===== src/rtl/rs_alu_lane_if.sv =====
// rtl/rs_alu_lane_if.sv - allocate/mark/result bundle for the RS ALU lane
interface rs_alu_lane_if #(
  parameter int DATA_W   = 8,
  parameter int RS_DEPTH = 4
);
  localparam int IDX_W = $clog2(RS_DEPTH);

  logic              in_valid;
  logic              in_ready;
  logic [2:0]        in_opcode;
  logic [DATA_W-1:0] in_a;
  logic [DATA_W-1:0] in_b;
  logic [IDX_W-1:0]  in_idx;
  logic              mark_valid;
  logic [IDX_W-1:0]  mark_idx;
  logic              flush;
  logic              out_valid;
  logic [DATA_W:0]   out_result;
  logic [IDX_W-1:0]  out_idx;
  logic [IDX_W:0]    occupancy;
  logic              full;
  logic              empty;

  modport master (
    output in_valid, in_opcode, in_a, in_b, mark_valid, mark_idx, flush,
    input  in_ready, in_idx, out_valid, out_result, out_idx, occupancy, full, empty
  );

  modport slave (
    input  in_valid, in_opcode, in_a, in_b, mark_valid, mark_idx, flush,
    output in_ready, in_idx, out_valid, out_result, out_idx, occupancy, full, empty
  );
endinterface


===== src/rtl/rs_alu_lane.sv =====
// rtl/rs_alu_lane.sv - circular reservation station feeding an in-order ALU
module rs_alu_lane #(
  parameter  int DATA_W   = 8,
  parameter  int RS_DEPTH = 4,
  localparam int IDX_W    = $clog2(RS_DEPTH)
) (
  input  logic             clk,
  input  logic             reset,
  rs_alu_lane_if.slave     bus
);
  localparam logic [IDX_W:0] DEPTH_L = (IDX_W+1)'(RS_DEPTH);

  logic [RS_DEPTH-1:0] e_valid, e_ready;
  logic [RS_DEPTH-1:0] v_nxt, r_nxt;
  logic [2:0]          e_op [RS_DEPTH];
  logic [DATA_W-1:0]   e_a  [RS_DEPTH];
  logic [DATA_W-1:0]   e_b  [RS_DEPTH];

  logic [IDX_W-1:0]    head, tail;
  logic [IDX_W:0]      occ;
  logic                out_valid_q;
  logic [DATA_W:0]     out_result_q;
  logic [IDX_W-1:0]    out_idx_q;

  logic                full, alloc, retire, mark_ok;
  logic [2:0]          h_op;
  logic [DATA_W-1:0]   h_a, h_b, sh;
  logic [DATA_W:0]     alu;

  assign full    = (occ == DEPTH_L);
  assign alloc   = bus.in_valid && !full;
  assign retire  = e_valid[head] && e_ready[head];
  // The allocating slot is invalid before the edge, so a same-cycle mark on it falls out here.
  assign mark_ok = bus.mark_valid && e_valid[bus.mark_idx];

  assign bus.in_ready   = !full;
  assign bus.in_idx     = tail;
  assign bus.full       = full;
  assign bus.empty      = (occ == '0);
  assign bus.occupancy  = occ;
  assign bus.out_valid  = out_valid_q;
  assign bus.out_result = out_result_q;
  assign bus.out_idx    = out_idx_q;

  always_comb begin
    h_op = e_op[head];
    h_a  = e_a[head];
    h_b  = e_b[head];
    sh   = DATA_W'(h_b % DATA_W);
    alu  = '0;
    case (h_op)
      3'b000:  alu = {1'b0, h_a} + {1'b0, h_b};
      3'b001:  alu = {1'b0, h_a} - {1'b0, h_b};
      3'b010:  alu = {1'b0, h_a | h_b};
      3'b011:  alu = {1'b0, h_a & h_b};
      3'b100:  alu = {1'b0, h_a ^ h_b};
      3'b101:  alu = {1'b0, h_a << sh};
      3'b110:  alu = {1'b0, h_a >> sh};
      default: alu = {{DATA_W{1'b0}}, (h_a < h_b)};
    endcase
  end

  always_comb begin
    v_nxt = e_valid;
    r_nxt = e_ready;
    if (mark_ok) r_nxt[bus.mark_idx] = 1'b1;
    if (retire) begin
      v_nxt[head] = 1'b0;
      r_nxt[head] = 1'b0;
    end
    if (alloc) begin
      v_nxt[tail] = 1'b1;
      r_nxt[tail] = 1'b0;
    end
  end

  always_ff @(posedge clk or posedge reset) begin
    if (reset) begin
      e_valid      <= '0;
      e_ready      <= '0;
      head         <= '0;
      tail         <= '0;
      occ          <= '0;
      out_valid_q  <= 1'b0;
      out_result_q <= '0;
      out_idx_q    <= '0;
    end else if (bus.flush) begin
      e_valid     <= '0;
      e_ready     <= '0;
      head        <= '0;
      tail        <= '0;
      occ         <= '0;
      out_valid_q <= 1'b0;
    end else begin
      e_valid     <= v_nxt;
      e_ready     <= r_nxt;
      out_valid_q <= retire;
      if (retire) begin
        out_result_q <= alu;
        out_idx_q    <= head;
        head         <= head + IDX_W'(1);
      end
      if (alloc) tail <= tail + IDX_W'(1);
      case ({alloc, retire})
        2'b10:   occ <= occ + (IDX_W+1)'(1);
        2'b01:   occ <= occ - (IDX_W+1)'(1);
        default: occ <= occ;
      endcase
    end
  end

  // Payload needs no reset: it is only observed through a valid entry.
  always_ff @(posedge clk) begin
    if (alloc) begin
      e_op[tail] <= bus.in_opcode;
      e_a[tail]  <= bus.in_a;
      e_b[tail]  <= bus.in_b;
    end
  end
endmodule


===== src/flat_wrapper.sv =====
// flat-port wrapper written by rule: the top's interface ports become plain ports
module rs_alu_lane_flat 
#(
  parameter  int DATA_W   = 8,
  parameter  int RS_DEPTH = 4,
  localparam int IDX_W    = $clog2(RS_DEPTH)
)
  (clk, reset, bus_in_valid, bus_in_opcode, bus_in_a, bus_in_b, bus_mark_valid, bus_mark_idx, bus_flush, bus_in_ready, bus_in_idx, bus_out_valid, bus_out_result, bus_out_idx, bus_occupancy, bus_full, bus_empty);
  rs_alu_lane_if #(.DATA_W(DATA_W), .RS_DEPTH(RS_DEPTH)) bus_i ();
  input  logic clk;
  input  logic reset;
  input wire logic [$bits(bus_i.in_valid)-1:0] bus_in_valid;
  input wire logic [$bits(bus_i.in_opcode)-1:0] bus_in_opcode;
  input wire logic [$bits(bus_i.in_a)-1:0] bus_in_a;
  input wire logic [$bits(bus_i.in_b)-1:0] bus_in_b;
  input wire logic [$bits(bus_i.mark_valid)-1:0] bus_mark_valid;
  input wire logic [$bits(bus_i.mark_idx)-1:0] bus_mark_idx;
  input wire logic [$bits(bus_i.flush)-1:0] bus_flush;
  output wire logic [$bits(bus_i.in_ready)-1:0] bus_in_ready;
  output wire logic [$bits(bus_i.in_idx)-1:0] bus_in_idx;
  output wire logic [$bits(bus_i.out_valid)-1:0] bus_out_valid;
  output wire logic [$bits(bus_i.out_result)-1:0] bus_out_result;
  output wire logic [$bits(bus_i.out_idx)-1:0] bus_out_idx;
  output wire logic [$bits(bus_i.occupancy)-1:0] bus_occupancy;
  output wire logic [$bits(bus_i.full)-1:0] bus_full;
  output wire logic [$bits(bus_i.empty)-1:0] bus_empty;
  assign bus_i.in_valid = bus_in_valid;
  assign bus_i.in_opcode = bus_in_opcode;
  assign bus_i.in_a = bus_in_a;
  assign bus_i.in_b = bus_in_b;
  assign bus_i.mark_valid = bus_mark_valid;
  assign bus_i.mark_idx = bus_mark_idx;
  assign bus_i.flush = bus_flush;
  assign bus_in_ready = bus_i.in_ready;
  assign bus_in_idx = bus_i.in_idx;
  assign bus_out_valid = bus_i.out_valid;
  assign bus_out_result = bus_i.out_result;
  assign bus_out_idx = bus_i.out_idx;
  assign bus_occupancy = bus_i.occupancy;
  assign bus_full = bus_i.full;
  assign bus_empty = bus_i.empty;
  rs_alu_lane #(.DATA_W(DATA_W), .RS_DEPTH(RS_DEPTH)) u_core (.clk(clk), .reset(reset), .bus(bus_i));
endmodule

===== config.mk =====
export PLATFORM = sky130hd
export DESIGN_NAME = rs_alu_lane_flat
export DESIGN_NICKNAME = d
export VERILOG_FILES = /design/src/rtl/rs_alu_lane_if.sv /design/src/rtl/rs_alu_lane.sv /design/src/flat_wrapper.sv
export SDC_FILE = /design/constraint.sdc
export NUM_CORES = 1
export LEC_CHECK = 0
export ABC_CLOCK_PERIOD_IN_PS = 7300
export BUFFER_PORTS_ARGS = -buffer_cell sky130_fd_sc_hd__buf_2
export CAP_MARGIN = 10
export CORE_AREA = 2 2 96 98
export DETAILED_ROUTE_END_ITERATION = 12
export DIE_AREA = 0 0 98 100
export PLACE_DENSITY = 0.85
export SKIP_LAST_GASP = 1
export SLEW_MARGIN = 20
export SYNTH_ARGS = -nofsm -noshare
export SYNTH_HDL_FRONTEND = slang
export SYNTH_SLANG_ARGS = --single-unit

===== constraint.sdc =====
create_clock -name clk -period 7.3 [get_ports clk]
set_input_delay 0.73 -clock clk [delete_from_list [all_inputs] [get_ports clk]]
set_output_delay 0.73 -clock clk [all_outputs]
set_load 0.03 [all_outputs]

==> summary.txt, run 1 <==
Status
  – Status: finished clean

Setup path
  – Crit path arrival time: 4210 ps
  – Setup crit end kind: register
  – Cell depth of the worst flop-to-flop path: 11
  – Setup CP Type: reg -> reg
  – Startpoint Class: register
  – CP max FO: 20
  – Req. time, crit path: 7540 ps

Yosys
  – Yosys Warn Count: 0
  – Synth Register Bits: 103
  – Synth Flop Type: edfxtp_1
  – Count leader, synth: edfxtp_1
  – Syn Nets: 514
  – Ys async rst share: 0.262
  – Post-synth top cells: 76 x edfxtp_1, 37 x nor2_1, 33 x ha_1, 33 x nand2_1
  – Synth Cell Area: 0.00561 sq mm
  – EDFF count, synth: 76
  – Register area share after synthesis: 0.527
  – Mapped Cells: 452
  – Top post-synthesis cells by area: edfxtp_1 41%, dfrtp_1 12%, mux4_2 7.6%
  – Post-synth top area share: 0.407
  – Avg Cell Area, Syn: 12.4 sq um
  – Synth cell types: 61
  – Yosys top cell by area: edfxtp_1

Cells and area
  – N_diodes: 0
  – Area Overhead vs Synth: 7.62%
  – Area occupied by multi-input gates: 0.00242 sq mm
  – Layout cell share with drive strength beyond 1: 0.188
  – Finished Cell Area: 0.00604 sq mm
  – Util after Layout: 0.680
  – Final net count: 551
  – Register Area: 0.00296 sq mm
  – Final-layout fill cell count: 633

Routing
  – Aggregate routed wire length: 12100 microns
  – WL/cell: 20.0 microns
  – DR vias/cell: 6.31
  – DR iter-0 viols: 266
  – DR DRC count: 0
  – Vias: 3819
  – Highest metal used: met4
  – DR WL met3: 769 microns
  – Met2 wire length: 6010 microns
  – Met1 WL: 4900 microns
  – DRT antenna net count: 0
  – DRT Pass-1 Iters: 5

Place
  – DP Area: 0.00586 sq mm
  – DP HPWL: 8590 microns
  – GPL Wtd Cong: 0.955
  – # port buffers: 45

Die
  – Die W: 98 microns
  – Initial Util: 0.632
  – Die Footprint: 0.00980 sq mm
  – Die Span Y: 100 microns
  – Core footprint: 0.00889 sq mm
  – FP Rows: 35
  – Num ports: 46

CTS
  – TritonCTS clock tree: done
  – Clock Sinks: 103
  – H-Tree Depth: 3
  – Post-CTS resize count: 0
  – Max clock buf depth: 2
  – Clock latency on the worst-skew pair: 370 ps
  – Root buf cell: clkbuf_8
  – # hold bufs at CTS: 0
  – Post-CTS Setup Bufs: 0
  – Num CTS Buffers: 9
  – Reg clk slew, reported paths: 110 ps

GRT
  – First-pass GRT wire length: 19100 microns
  – Initial antenna violation count: 0
  – GRT Total Usage: 0.253
  – Vias in the first global route: 3738
  – GR Overflow Total: 0
  – Largest net degree at the start of global routing: 28

Power and ir drop
  – P_leak: 2.37 nW
  – VDD IR max: 0.195 mV
  – Pwr Density: 222 mW/mm^2

Min path
  – Hold Path Class: in -> async

Timing
  – Relative slew slack: 0.294
  – Final TNS setup: 0 ps
  – Hold Vio Cnt, Final: 0
  – Max Transition Viols Final: 0
  – Tightest Pin Transition: 1060 ps
  – Final Setup Violations: 0
  – Max frequency: 252 MHz
  – Clk_skew: 15.4 ps
  – Fin crit share: 0.544
  – RSZ-0062 raised after global routing: false
  – Tmin final: 3970 ps

Run
  – Maxcap violations: 0
-- metal layers --
| layer | up-vias | track usage |
|---|---|---|
| li1 | 1760 | - |
| met1 | 1853 | 0.329 |
| met2 | 176 | 0.432 |
| met3 | 30 | 0.0348 |
| met4 | 0 | 0.106 |
| met5 | - | 0 |
-- worst max-delay path, stage by stage, from the launching register on --
cell,delay (ps)
dfrtp_1,710
buf_4,420
mux4_2,790
ha_1,340
fa_1,390
a21oi_1,140
o21bai_1,110
a211o_1,340
o21ai_0,110
xnor2_1,90
a221oi_1,270
a31oi_1,120
-- layout by cell type, fill, tap and decap left out, drive strengths merged, types with 4 or more instances in the layout --
cell | netlist | final
clkbuf | 9 | 11
nor2b | 5 | 5
o21ai | 17 | 17
a2111oi | 4 | 4
mux2i | 10 | 10
xnor2 | 11 | 11
inv | 27 | 29
and3 | 5 | 5
o21bai | 6 | 6
edfxtp | 76 | 76
a211o | 4 | 4
nand2b | 5 | 5
nand3 | 6 | 6
mux4 | 19 | 19
buf | 12 | 47
xor2 | 5 | 5
nor3 | 8 | 8
ha | 33 | 33
a21oi | 27 | 27
dfrtp | 27 | 27
nor2 | 38 | 38
a31oi | 7 | 7
a22oi | 6 | 6
nand2 | 33 | 33
-- layout make-up --
cell class	instances	share of cell area
sequential	103	0.490
multi-input combinational	300	0.400
timing repair buffer	47	0.0398
clock buffer	11	0.0234
tap	111	0.0230
inverter	28	0.0174
clock inverter	5	0.00683
-- cells by family after synthesis --
group           after synthesis  synth area share
simple gates                115            0.0969
mux                          32             0.102
buf+inv                      49            0.0426
flops                       103             0.527
compound gates              101             0.122
xor+xnor                     16            0.0250
fa+ha+maj                    36            0.0842
-- sequential cells by signal, summed over array words and instances, names as in the netlist --
signal and cells:
u_core.e_valid 4, u_core.e_b 32, u_core.e_a 32, u_core.bus.out_result 9, u_core.bus.out_idx 2, u_core.e_op 12
u_core.bus.in_idx 2, u_core.bus.occupancy 3, u_core.head 2, u_core.bus.out_valid 1, u_core.e_ready 4
-- path summary, 6_finish.rpt --
path	endpoint	startpoint	slack [ps]
min in group clk	u_core.bus.out_idx[0]	u_core.bus.out_idx[0]	480
worst min register to register	u_core.bus.out_idx[0]	u_core.bus.out_idx[0]	480
worst max-delay path	u_core.bus.out_result[6]	u_core.head[0]	3330
worst min-delay path	u_core.e_ready[2]	reset	400
max in group asynchronous	u_core.head[1]	reset	6510
worst max register to register	u_core.bus.out_result[6]	u_core.head[0]	3330
-- metrics by stage --
step	total power, mW	hold slack [ps]	cells	worst slack (ps)
after floorplan	0.929	504	452	4140
after global placement	1.01	463	589	3430
after detailed placement	1.01	465	589	3380
after CTS	1.35	487	605	3340
after global routing	1.40	452	605	3070
final	1.34	404	605	3330
-- power by group --
group	internal, mW	switching (mW)
Combinational	0.112	0.202
Clock	0.137	0.201
Sequential	0.673	0.0180
Power figures use the tool's default switching activity.
==> run 2: changes to the inputs <==
Settings changed: ABC_AREA from default to 1, ABC_CLOCK_PERIOD_IN_PS 7300 to 3500, CORE_AREA 2 2 96 98 to 2 2 110 112, DIE_AREA 0 0 98 100 to 0 0 112 114, PLACE_DENSITY 0.85 to 0.75.
Clock period 7.3 ns to 3.5 ns, I/O delays scaled along.
==> run 2 against run 1 <==
First-iteration DRC count up 54%. Critical path type unchanged. Critical endpoint is now u_core.bus.out_result[3]. Worst hold slack worse by 350 ps. Clock-buffer cell count down 1. Die area up 30%.
==> summary.txt, run 2 <==
Status
  – Status: finished clean

Power and ir drop
  – VDD IR max: 0.420 mV (+120%)
  – P_leak: 3.26 nW (+38%)
  – Pwr Density: 530 mW/mm^2 (+140%)

Die
  – Die W: 112 microns (+14%)
  – Die Footprint: 0.0128 sq mm (+30%)
  – Num ports: 46 (unchanged)
  – FP Rows: 40 (+14%)
  – Initial Util: 0.529 (-0.103)
  – Die Span Y: 114 microns (+14%)
  – Core footprint: 0.0117 sq mm (+32%)

GRT
  – GR Overflow Total: 0 (unchanged)
  – First-pass GRT wire length: 23600 microns (+24%)
  – Vias in the first global route: 4801 (+28%)
  – GRT Total Usage: 0.236 (-0.0170)
  – Initial antenna violation count: 0 (unchanged)
  – Largest net degree at the start of global routing: 44 (+57%)

Run
  – Maxcap violations: 0 (unchanged)

Setup path
  – Setup CP Type: reg -> reg
  – CP max FO: 27 (+35%)
  – Crit-path slowest cell: dfrtp_1
  – Req. time, crit path: 3740 ps (-3800 ps)
  – Reg2Reg Setup Slack: 510 ps (-2820 ps)
  – Crit path arrival time: 3240 ps (-970 ps)
  – Most used cell, CP: nand2_1
  – Worst path max stage delay: 400 ps (-390 ps)
  – Sequence of cells on the critical path: inv_2, nand3_1, nand2_1, inv_1, ha_1, inv_1, a21oi_1, nand2_1, xor2_1, nand2_1, nand3_1, nor2_1, nand3_1, nand2_1, nand2_1
  – Startpoint Class: register
  – Setup crit end kind: register

CTS
  – Post-CTS resize count: 0 (unchanged)
  – Root buf cell: clkbuf_16
  – TritonCTS clock tree: done
  – Post-CTS Setup Bufs: 0 (unchanged)
  – H-Tree Depth: 3 (unchanged)
  – Clock latency on the worst-skew pair: 350 ps (-20 ps)
  – Reg clk slew, reported paths: 70 ps (-40 ps)
  – Max clock buf depth: 2 (unchanged)
  – # hold bufs at CTS: 0 (unchanged)
  – Clock Sinks: 103 (unchanged)
  – Num CTS Buffers: 9 (unchanged)

Yosys
  – Simple-gate share of the synthesized area: 0.289 (+0.192)
  – Yosys Warn Count: 0 (unchanged)
  – Synth Cell Area: 0.00619 sq mm (+10%)
  – Post-synth top area share: 0.369 (-0.0379)
  – EDFF count, synth: 76 (unchanged)
  – Synth Area in Adders: 0.0764 (-0.00786)
  – Ys async rst share: 0.262 (unchanged)
  – Syn Nets: 796 (+55%)
  – Mux cell area share after synthesis: 0 (-0.102)
  – Synth cell types: 40 (-34%)
  – Mapped Cells: 734 (+62%)
  – Main combinational cell family by area after synthesis: simple AND/OR/NAND/NOR gates
  – Avg Cell Area, Syn: 8.44 sq um (-32%)
  – Synth Register Bits: 103 (unchanged)
  – Synth Flop Type: edfxtp_1
  – Post-synth top cells: 229 x nand2_1, 94 x inv_1, 91 x nand3_1, 76 x edfxtp_1, 34 x nor2_1
  – Count leader, synth: nand2_1
  – Top post-synthesis cells by area: edfxtp_1 37%, nand2_1 14%, dfrtp_1 11%
  – Yosys top cell by area: edfxtp_1
  – Synth Area in Compound Gates: 0.0620 (-0.0601)
  – Xor and xnor fraction of the mapped netlist area: 0.00849 (-0.0165)
  – Register area share after synthesis: 0.478 (-0.0492)

Timing
  – Hold Vio Cnt, Final: 0 (unchanged)
  – Max Transition Viols Final: 0 (unchanged)
  – Tightest Pin Transition: 973 ps (-85.8 ps)
  – Fin crit share: 0.856 (+0.311)
  – RSZ-0062 raised after global routing: false
  – Relative slew slack: 0.351 (+0.0565)
  – Max frequency: 334 MHz (+33%)
  – Final Setup Violations: 0 (unchanged)
  – Final TNS setup: 0 ps (unchanged)
  – Clk_skew: 6.06 ps (-9.30 ps)
  – Tmin final: 2990 ps (-978 ps)

Place
  – # port buffers: 45 (unchanged)
  – GPL Wtd Cong: 0.932 (-2.4%)
  – DP HPWL: 10400 microns (+21%)
  – DP Area: 0.00649 sq mm (+11%)

Cells and area
  – Largest regs: u_core.e_a x32, u_core.e_b x32, u_core.e_op x12
  – Register Area: 0.00296 sq mm (unchanged)
  – Commonest cells after routing, fill and taps aside: 229 x nand2_1, 93 x inv_1, 91 x nand3_1, 76 x edfxtp_1, 45 x buf_2
  – Finished Cell Area: 0.00681 sq mm (+13%)
  – Final-layout fill cell count: 1006 (+59%)
  – Area Overhead vs Synth: 9.90%
  – Layout cell share with drive strength beyond 1: 0.122 (-0.0662)
  – Final net count: 835 (+52%)
  – N_diodes: 0 (unchanged)
  – Area occupied by multi-input gates: 0.00270 sq mm (+12%)
  – Most common cell after layout, fill and taps aside: nand2_1

Routing
  – DRT antenna net count: 0 (unchanged)
  – DRT Pass-1 Iters: 5 (unchanged)
  – Aggregate routed wire length: 14600 microns (+21%)
  – DR iter-0 viols: 409 (+54%)
  – Vias: 5050 (+32%)
  – DR vias/cell: 5.46 (-14%)
  – DR DRC count: 0 (unchanged)
  – WL/cell: 15.7 microns (-21%)

Min path
  – Hold Path Class: in -> async
==> run 2: final timing paths <==
path	start	to	cells past startpoint
setup / recovery	u_core.head[1]	u_core.bus.out_result[3]	15
hold / removal	reset	u_core.bus.out_valid	2
setup reg to reg	u_core.head[1]	u_core.bus.out_result[3]	15
hold reg to reg	u_core.bus.out_result[5]	u_core.bus.out_result[5]	2
max in group asynchronous	reset	u_core.bus.in_idx[0]	2
min in group clk	bus_in_a[0]	u_core.e_a[1][0]	1
==> run 2: metrics by stage <==
stage	total power [mW]	hold slack, ps	setup slack, ps	instances	util
after floorplan	2.28	403	743	734	-
after global placement	2.55	460	625	909	0.554
after detailed placement	2.57	470	535	909	0.554
after CTS	3.61	207	516	925	0.581
after global routing	3.78	121	187	925	0.581
final	3.61	52.6	505	925	0.581
==> run 2: worst max-delay path, delay by kind of cell (launching register included) <==
family	cells	cell delay [ps]
AO/OA/AOI/OAI	1	170
AND/OR/NAND/NOR	9	1120
XOR/XNOR	1	160
adder cells (fa/ha/maj)	1	390
flip-flops	1	400
buffers and inverters	3	630
==> run 2: kinds of logic after synthesis <==
| logic type | Yosys count |
|---|---|
| buffers and inverters | 124 |
| and+or+nand+nor | 401 |
| xor gates and xnor gates | 6 |
| adders and majority gates | 36 |
| AOI/OAI and AO/OA | 64 |
| DFF | 103 |
==> run 2: area by class of cell <==
| class | instances | share of cell area |
|---|---|---|
| multi-input cells | 507 | 0.396 |
| repair buffers | 51 | 0.0397 |
| clock inverters | 6 | 0.0123 |
| inverters | 101 | 0.0564 |
| well taps | 147 | 0.0270 |
| clock buffers | 10 | 0.0336 |
| flip-flops and latches | 103 | 0.435 |
==> run 2: per-layer routing <==
metal,share of wire,vias up,GRT usage,routed length (microns)
li1,-,2471,-,-
met1,0.44,2340,0.321,6370
met2,0.46,195,0.378,6750
met3,0.058,44,0.0351,848
met4,0.041,0,0.107,591
met5,0,-,0,0
==> run 2: power by group <==
group          switching, mW  total, mW  leakage (nW)  internal [mW]
Clock                  0.429       1.05         0.148          0.624
Sequential            0.0638       1.51          1.06           1.44
Combinational          0.733       1.05          2.05          0.315
